$ cat src/rtl/pipelined_write_rx.sv
`default_nettype none
// ============================================================================
// Module   : pipelined_write_rx
// Brief    : Assembles a pipelined write (cmd cycle + 1..MAX_WR_CYCLES data
//            cycles) into one parallel write with wdone/error signalling.
// Revision : 1.0 - initial release
// ============================================================================
module pipelined_write_rx #(
    parameter int MAX_WR_CYCLES = 4,
    parameter int WR_WIDTH      = 8
) (
    input  logic                              clk,
    input  logic                              rst_n,
    input  logic [WR_WIDTH+1:0]               wr_bus,
    output logic                              out_vld,
    input  logic                              out_rdy,
    output logic [MAX_WR_CYCLES*WR_WIDTH-1:0] out_dat,
    output logic [2:0]                        out_num_cycles,
    output logic [2:0]                        out_write_type,
    output logic                              wdone,
    output logic                              err_proto,
    output logic                              err_ovfl
);

    localparam int BW = WR_WIDTH + 2;
    localparam int DW = MAX_WR_CYCLES * WR_WIDTH;

    localparam logic [1:0] c_CT_IDLE  = 2'd0;
    localparam logic [1:0] c_CT_VALID = 2'd1;
    localparam logic [1:0] c_CT_DONE  = 2'd2;
    localparam logic [2:0] c_WT_STD   = 3'd0;
    localparam logic [2:0] c_WT_MULTI = 3'd1;
    localparam logic [2:0] c_WT_MAXOK = 3'd2;

    typedef enum logic [0:0] {
        S_IDLE = 1'b0,
        S_DATA = 1'b1
    } state_t;

    state_t              r_state;
    state_t              w_state_nxt;
    logic [2:0]          r_cnt;
    logic [2:0]          r_exp;
    logic [2:0]          r_type;
    logic [DW-1:0]       r_buf;
    logic [DW-1:0]       w_buf_nxt;
    logic                r_out_vld;
    logic [DW-1:0]       r_out_dat;
    logic [2:0]          r_out_num;
    logic [2:0]          r_out_type;
    logic                r_wdone;
    logic                r_err_proto;
    logic                r_err_ovfl;

    logic                w_accept;
    logic                w_store;
    logic                w_complete;
    logic                w_err;
    logic                w_wdone;
    logic                w_last;

    // Bus fields: the same wires are read as cmd or data depending on state.
    logic                w_cmd_vld;
    logic [BW-6:0]       w_cmd_rsvd;
    logic [1:0]          w_cmd_num;
    logic [2:0]          w_cmd_type;
    logic [1:0]          w_ct;
    logic [WR_WIDTH-1:0] w_dat;

    assign w_cmd_vld  = wr_bus[BW-1];
    assign w_cmd_rsvd = wr_bus[BW-2:5];
    assign w_cmd_num  = wr_bus[4:3];
    assign w_cmd_type = wr_bus[2:0];
    assign w_ct       = wr_bus[BW-1:BW-2];
    assign w_dat      = wr_bus[WR_WIDTH-1:0];
    assign w_last     = ((r_cnt + 3'd1) == r_exp);

    genvar gi;
    for (gi = 0; gi < MAX_WR_CYCLES; gi++) begin : g_byte
        assign w_buf_nxt[gi*WR_WIDTH +: WR_WIDTH] =
            (r_cnt == 3'(gi)) ? w_dat : r_buf[gi*WR_WIDTH +: WR_WIDTH];
    end

    always_ff @(posedge clk or negedge rst_n) begin
        if (!rst_n) begin
            r_state <= S_IDLE;
        end else begin
            r_state <= w_state_nxt;
        end
    end

    always_comb begin
        w_state_nxt = r_state;
        w_accept    = 1'b0;
        w_store     = 1'b0;
        w_complete  = 1'b0;
        w_err       = 1'b0;
        w_wdone     = 1'b0;
        case (r_state)
            S_IDLE: begin
                if (w_cmd_vld) begin
                    if ((w_cmd_rsvd == '0) && (w_cmd_type <= c_WT_MAXOK)) begin
                        w_accept    = 1'b1;
                        w_state_nxt = S_DATA;
                    end else begin
                        w_err = 1'b1;
                    end
                end
            end
            S_DATA: begin
                case (w_ct)
                    c_CT_IDLE: begin
                    end
                    c_CT_VALID: begin
                        w_store = 1'b1;
                        if (w_last) begin
                            // Missing DONE still delivers the write.
                            w_err       = 1'b1;
                            w_complete  = 1'b1;
                            w_state_nxt = S_IDLE;
                        end else if (r_type == c_WT_MULTI) begin
                            w_wdone = 1'b1;
                        end
                    end
                    c_CT_DONE: begin
                        if (w_last) begin
                            w_store    = 1'b1;
                            w_complete = 1'b1;
                        end else begin
                            w_err = 1'b1;
                        end
                        w_state_nxt = S_IDLE;
                    end
                    default: begin
                        w_err       = 1'b1;
                        w_state_nxt = S_IDLE;
                    end
                endcase
                if (w_complete && (r_type != c_WT_STD)) begin
                    w_wdone = 1'b1;
                end
            end
            default: w_state_nxt = S_IDLE;
        endcase
    end

    always_ff @(posedge clk or negedge rst_n) begin
        if (!rst_n) begin
            r_cnt       <= 3'd0;
            r_exp       <= 3'd0;
            r_type      <= 3'd0;
            r_buf       <= '0;
            r_out_vld   <= 1'b0;
            r_out_dat   <= '0;
            r_out_num   <= 3'd0;
            r_out_type  <= 3'd0;
            r_wdone     <= 1'b0;
            r_err_proto <= 1'b0;
            r_err_ovfl  <= 1'b0;
        end else begin
            r_wdone     <= w_wdone;
            r_err_proto <= w_err;
            if (w_accept) begin
                r_exp  <= (w_cmd_num == 2'd0) ? 3'(MAX_WR_CYCLES) : {1'b0, w_cmd_num};
                r_type <= w_cmd_type;
                r_cnt  <= 3'd0;
                r_buf  <= '0;
            end else if (w_store && !w_complete) begin
                r_buf <= w_buf_nxt;
                r_cnt <= r_cnt + 3'd1;
            end
            // Single output slot: a completion while held is dropped.
            if (w_complete && r_out_vld && !out_rdy) begin
                r_err_ovfl <= 1'b1;
            end else if (w_complete) begin
                r_out_vld  <= 1'b1;
                r_out_dat  <= w_buf_nxt;
                r_out_num  <= r_exp;
                r_out_type <= r_type;
            end else if (r_out_vld && out_rdy) begin
                r_out_vld <= 1'b0;
            end
        end
    end

    assign out_vld        = r_out_vld;
    assign out_dat        = r_out_dat;
    assign out_num_cycles = r_out_num;
    assign out_write_type = r_out_type;
    assign wdone          = r_wdone;
    assign err_proto      = r_err_proto;
    assign err_ovfl       = r_err_ovfl;

endmodule
`default_nettype wire

$ cat config.mk
export PLATFORM = sky130hd
export DESIGN_NAME = pipelined_write_rx
export DESIGN_NICKNAME = d
export VERILOG_FILES = /design/src/rtl/pipelined_write_rx.sv
export SDC_FILE = /design/constraint.sdc
export NUM_CORES = 1
export LEC_CHECK = 0
export CORE_MARGIN = 10
export CORE_UTILIZATION = 54
export DETAILED_ROUTE_END_ITERATION = 8
export PLACE_DENSITY = 0.9
export RECOVER_POWER = 100
export SLEW_MARGIN = 20
export SYNTH_ARGS = -nofsm -noshare
export SYNTH_HDL_FRONTEND = slang
export SYNTH_SLANG_ARGS = --single-unit
$ cat constraint.sdc
create_clock -name clk -period 3.46 [get_ports clk]
set_input_delay 0.519 -clock clk [delete_from_list [all_inputs] [get_ports clk]]
set_output_delay 0.519 -clock clk [all_outputs]
set_load 0.005 [all_outputs]
==> results of run 1 <==
where the power goes:
| part | leakage, nW | internal (mW) | switching (mW) | total (mW) |
|---|---|---|---|---|
| Combinational | 1.09 | 0.0803 | 0.0854 | 0.166 |
| Sequential | 1.16 | 1.01 | 0.0211 | 1.03 |
| Clock | 0.107 | 0.426 | 0.334 | 0.760 |
| Total | 2.36 | 1.51 | 0.441 | 1.95 |
routing by layer:
| layer | up-vias | track usage | wire (um) |
|---|---|---|---|
| li1 | 1081 | - | - |
| met1 | 1177 | 0.208 | 3480 |
| met2 | 65 | 0.237 | 3550 |
| met3 | 11 | 0.0389 | 484 |
| met4 | 0 | 0.0717 | 141 |
| met5 | - | 0 | 0 |
cells in the mapped netlist, drive strengths merged:
cell type / n / share of area
a21oi: 2 / 0.0027
a22o: 33 / 0.078
a311o: 1 / 0.0027
a31oi: 1 / 0.0017
a32o: 1 / 0.0027
and2: 1 / 0.0017
and3: 1 / 0.0017
buf: 10 / 0.015
clkbuf: 7 / 0.0071
dfrtp: 84 / 0.57
ha: 7 / 0.024
inv: 8 / 0.0081
mux2: 78 / 0.24
nand2: 7 / 0.0071
nand2b: 1 / 0.0017
nand3: 4 / 0.0054
nand4: 1 / 0.0017
nor2: 5 / 0.0051
nor3b: 1 / 0.0020
o21ai: 4 / 0.0054
o21bai: 1 / 0.0020
o311a: 1 / 0.0027
o31ai: 1 / 0.0020
or4: 1 / 0.0020
or4b: 1 / 0.0027
xnor2: 1 / 0.0024
xor2: 2 / 0.0047
per-stage QoR:
stage | util | hold slack, ns | cells | cell area (um2) | setup WS (ns)
after floorplan | - | 0.223 | 265 | 3710 | 1.02
after global placement | 0.645 | 0.458 | 391 | 4330 | 0.577
after detailed placement | 0.645 | 0.477 | 391 | 4330 | 0.541
after CTS | 0.677 | 0.378 | 407 | 4550 | 0.879
after global routing | 0.675 | 0.513 | 407 | 4540 | 0.373
final | 0.675 | 0.501 | 407 | 4540 | 0.581
cells by family (layout without fill, tap and decap cells):
group                    after synthesis  in the layout  synth area share
flip-flops                            84             84             0.567
multiplexers                          78             78             0.241
AO/OA/AOI/OAI                         45             45            0.0999
buffers and inverters                 25             87            0.0304
AND/OR/NAND/NOR                       23             23            0.0311
adder cells (fa/ha/maj)                7              7            0.0236
XOR/XNOR                               3              3           0.00709
layout make-up:
type / count / area share
Multi-Input combinational cell: 156 / 0.329
Sequential cell: 84 / 0.463
Timing Repair Buffer: 63 / 0.131
Inverter: 8 / 0.00662
Clock inverter: 4 / 0.0160
Tap cell: 80 / 0.0221
Clock buffer: 12 / 0.0320
registers in the layout, indices dropped and copies added (netlist names):
| signal | count |
|---|---|
| err_ovfl | 1 |
| err_proto | 1 |
| out_dat | 32 |
| out_num_cycles | 3 |
| out_vld | 1 |
| out_write_type | 3 |
| r_buf | 32 |
| r_cnt | 3 |
| r_exp | 3 |
| r_state | 1 |
| r_type | 3 |
| wdone | 1 |
worst paths after layout:
| kind | end | slack, ns |
|---|---|---|
| min in group asynchronous | err_ovfl$_DFFE_PN0P_ | 0.71 |
| worst min register to register | r_buf[21]$_DFFE_PN0P_ | 0.50 |
| worst max-delay path | out_dat[25]$_DFFE_PN0P_ | 0.58 |
| worst max register to register | out_dat[25]$_DFFE_PN0P_ | 0.58 |
| worst min-delay path | r_buf[21]$_DFFE_PN0P_ | 0.50 |
| max in group asynchronous | out_dat[26]$_DFFE_PN0P_ | 1.56 |
==> results.toml, run 1 <==
[run_status]
outcome = "finished with violations"
violations = "capacitance limit, slew limit"

[global_route]
grt_pass1_wl_um = 12700
grt_max_degree = 85
globalRouteOverflowTotal = 0
antenna_found_initial = 0
grt_pass1_vias = 2467
grt_usage = 0.157

[route]
ant_nets = 0
via_count = 2334
routed_wirelength_um = 7650
drc = 0
viasPerCell = 5.73
drtIter0Drc = 111
firstDrtPassIters = 4
wl_per_cell_um = 18.8

[layout]
nets = 342
fillCellCount = 476
final_cell_mix = "84 x dfrtp_1, 71 x mux2_2, 43 x dlygate4sd3_1"
drive_above_1_share = 0.297
multiInputGateArea_um2 = 1490
final_common_cell = "dfrtp_1"
synthToLayoutAreaGrowth_pct = 22.4
antenna_cells = 0
regArea_um2 = 2100

[power_and_ir_drop]
finalPower_mw = 1.95
p_leak_nw = 2.36
ir_worst_vdd_uv = 261
powerDensity_nw_per_um2 = 431

[sta]
hold_viol_final = 0
final.setup.tns_ns = 0
fmax_mhz = 347
grt_setup_unrepaired = "false"
slew_headroom = -0.335
skew_ns = 0.00796
fin_crit_ns = 2.88
worst_pin_slew_ns = 2.00
setup_viol = 0
fin_crit_sh = 0.832
slew_violations = 85

[logic_synthesis]
synth.yosys.seq_area_share = 0.567
synthDistinctLibCells = 31
synthesis.instances = 265
syn-mean-instance-area_um2 = 14.0
syn-num-nets = 285
ys_seq_elements = 84
synth_area_um2 = 3710
yosys_warnings = 0

[critical_path]
cp_top_family = "buffers and inverters"
crit_fanout = 19
endpoint_kind = "flip-flop"
cp_data_required_time_ns = 3.70
r2r_start = "r_cnt[0]$_DFFE_PN0P_"
crit_buf_inv = 1
crit_chain = "ha_1 -> ha_1 -> xor2_1 -> and3_1 -> nand4_1 -> clkbuf_1 -> mux2_2"
worstSetupPathType = "flip-flop to flip-flop"
cp-start-kind = "flip-flop"
critPathMaxStageDelay_ns = 0.77
crit_arrival_ns = 3.12
ff2ff_path_depth = 7
startpoint = "r_cnt[0]$_DFFE_PN0P_"
path_depth = 7
crit_top_cell = "ha_1"
cp_slowest_cell = "clkbuf_1"

[die]
ioPinCount = 55
core_area_um2 = 6720
fp.dieW_um = 103
die_y_um = 103
start_util = 0.552
rows = 30
fp.dieArea_um2 = 10600

[clock_network]
holdBufCountCts = 0
post_cts_buffers = 0
tritoncts = "built"
clock_path_buffers = 2
insertion_delay_ns = 0.35
clk_pin_slew_ns = 0.08
cts_buffers = 9
cts.sinks = 84
cts_root_buf = "clkbuf_8"
ctsResizeCount = 0
htree_levels = 3

[worst_hold_path]
min_from = "r_buf[21]$_DFFE_PN0P_"
hold_path_depth = 1
holdCritPathClass = "flip-flop to flip-flop"

[placed_design]
place_congestion = 0.911
hpwl_um = 5310
portBuffers = 54

[job]
drv_cap = 1
No activity file was read; power rests on OpenSTA's default activity.
==> inputs of run 2 (changes only) <==
==> constraint.sdc (replaced) <==
create_clock -name clk -period 2.7 [get_ports clk]
set_input_delay 0.405 -clock clk [delete_from_list [all_inputs] [get_ports clk]]
set_output_delay 0.405 -clock clk [all_outputs]
set_load 0.005 [all_outputs]
==> results.toml, run 2 (synthesized netlist as in run 1, its figures left out) <==
[die]
rows = 30
start_util = 0.552
fp.dieArea_um2 = 10600
ioPinCount = 55
fp.dieW_um = 103
core_area_um2 = 6720
die_y_um = 103

[global_route]
globalRouteOverflowTotal = 0
antenna_found_initial = 0
grt_util_met3 = 0.0436
grt_util_met1 = 0.192
grt_max_degree = 85
grt_pass1_wl_um = 12500
grt_util_met2 = 0.244
grt_usage = 0.155
grt_pass1_vias = 2445
busiest_layer = "met2"

[clock_network]
cts.sinks = 84
clk_pin_slew_ns = 0.07
insertion_delay_ns = 0.36
cts_root_buf = "clkbuf_8"
htree_levels = 3
tritoncts = "built"
cts_buffers = 9
clock_path_buffers = 2
post_cts_buffers = 0
holdBufCountCts = 0
ctsResizeCount = 0

[critical_path]
endpoint_kind = "flip-flop"
crit_fanout = 8
worstSetupPathType = "primary input to flip-flop"
cp-start-kind = "primary input"
crit_arrival_ns = 2.78
cp_data_required_time_ns = 2.94

[placed_design]
hpwl_um = 5260
place_congestion = 0.861
portBuffers = 54
place_inst = 392

[layout]
final_common_cell = "dfrtp_1"
drive_above_1_share = 0.304
synthToLayoutAreaGrowth_pct = 21.3
fin_util = 0.669
fin_cells = 406
multiInputGateArea_um2 = 1490
final_cell_mix = "84 x dfrtp_1, 73 x mux2_2, 43 x dlygate4sd3_1"
regArea_um2 = 2100
antenna_cells = 0
fillCellCount = 462
nets = 343

[sta]
slew_headroom = -0.331
slew_violations = 85
fin_crit_sh = 0.941
skew_ns = 0.0111
worst_pin_slew_ns = 2.00
grt_setup_unrepaired = "false"
fmax_mhz = 394
fin_crit_ns = 2.54
hold_viol_final = 0
setup_viol = 0
final.setup.tns_ns = 0

[power_and_ir_drop]
powerDensity_nw_per_um2 = 511
ir_worst_vdd_uv = 292
p_leak_nw = 2.34

[route]
drc = 0
viasPerCell = 5.83
via_count = 2369
routed_wirelength_um = 7600
ant_nets = 0
wl_per_cell_um = 18.7
firstDrtPassIters = 4
drtIter0Drc = 113

[run_status]
outcome = "finished with violations"
violations = "capacitance limit, slew limit"

[worst_hold_path]
holdCritPathClass = "flip-flop to flip-flop"

[job]
drv_cap = 1
run 2: stage by stage:
step	hold WS (ns)	area [um2]	worst slack [ns]	power, mW
4_1_cts	0.265	4520	0.252	2.32
5_1_grt	0.513	4500	0.0627	2.39
6_report	0.497	4500	0.160	2.30
3_5_place_dp	0.482	4360	-0.0474	1.57
2_1_floorplan	0.109	3710	0.256	1.46
3_3_place_gp	0.457	4360	-0.00682	1.56
run 2: worst max-delay path, stage by stage:
cell	delay, ns
dlygate4sd3_1	0.57
or4_1	0.55
or4b_1	0.65
mux2_2	0.41
a22o_1	0.20
run 2: final timing paths:
check | slack, ns | cells past startpoint | start | endpoint
setup reg to reg | 0.21 | 7 | r_cnt[0]$_DFFE_PN0P_ | out_dat[5]$_DFFE_PN0P_
min in group asynchronous | 0.62 | 1 | rst_n | err_ovfl$_DFFE_PN0P_
max in group asynchronous | 0.92 | 1 | rst_n | r_buf[17]$_DFFE_PN0P_
hold / removal | 0.50 | 1 | err_ovfl$_DFFE_PN0P_ | err_ovfl$_DFFE_PN0P_
hold reg to reg | 0.50 | 1 | err_ovfl$_DFFE_PN0P_ | err_ovfl$_DFFE_PN0P_
setup / recovery | 0.16 | 5 | wr_bus[6] | r_buf[24]$_DFFE_PN0P_
run 2: area by class of cell:
class / instances / area share
clock buffer: 11 / 0.0314
clock inverter: 3 / 0.00334
inverter: 8 / 0.00668
multi-input combinational: 156 / 0.330
sequential: 84 / 0.467
tap: 80 / 0.0223
timing repair buffer: 64 / 0.139
run 2: power breakdown:
part           total, mW  switching [mW]  internal (mW)
logic              0.214           0.109          0.105
registers           1.32          0.0261           1.29
clock network      0.764           0.419          0.345
run 2: per-layer routing:
| metal | up-vias | part of all wire |
|---|---|---|
| met5 | - | 0 |
| met4 | 0 | 0.019 |
| met3 | 11 | 0.059 |
| met2 | 70 | 0.49 |
| met1 | 1203 | 0.43 |
| li1 | 1085 | - |
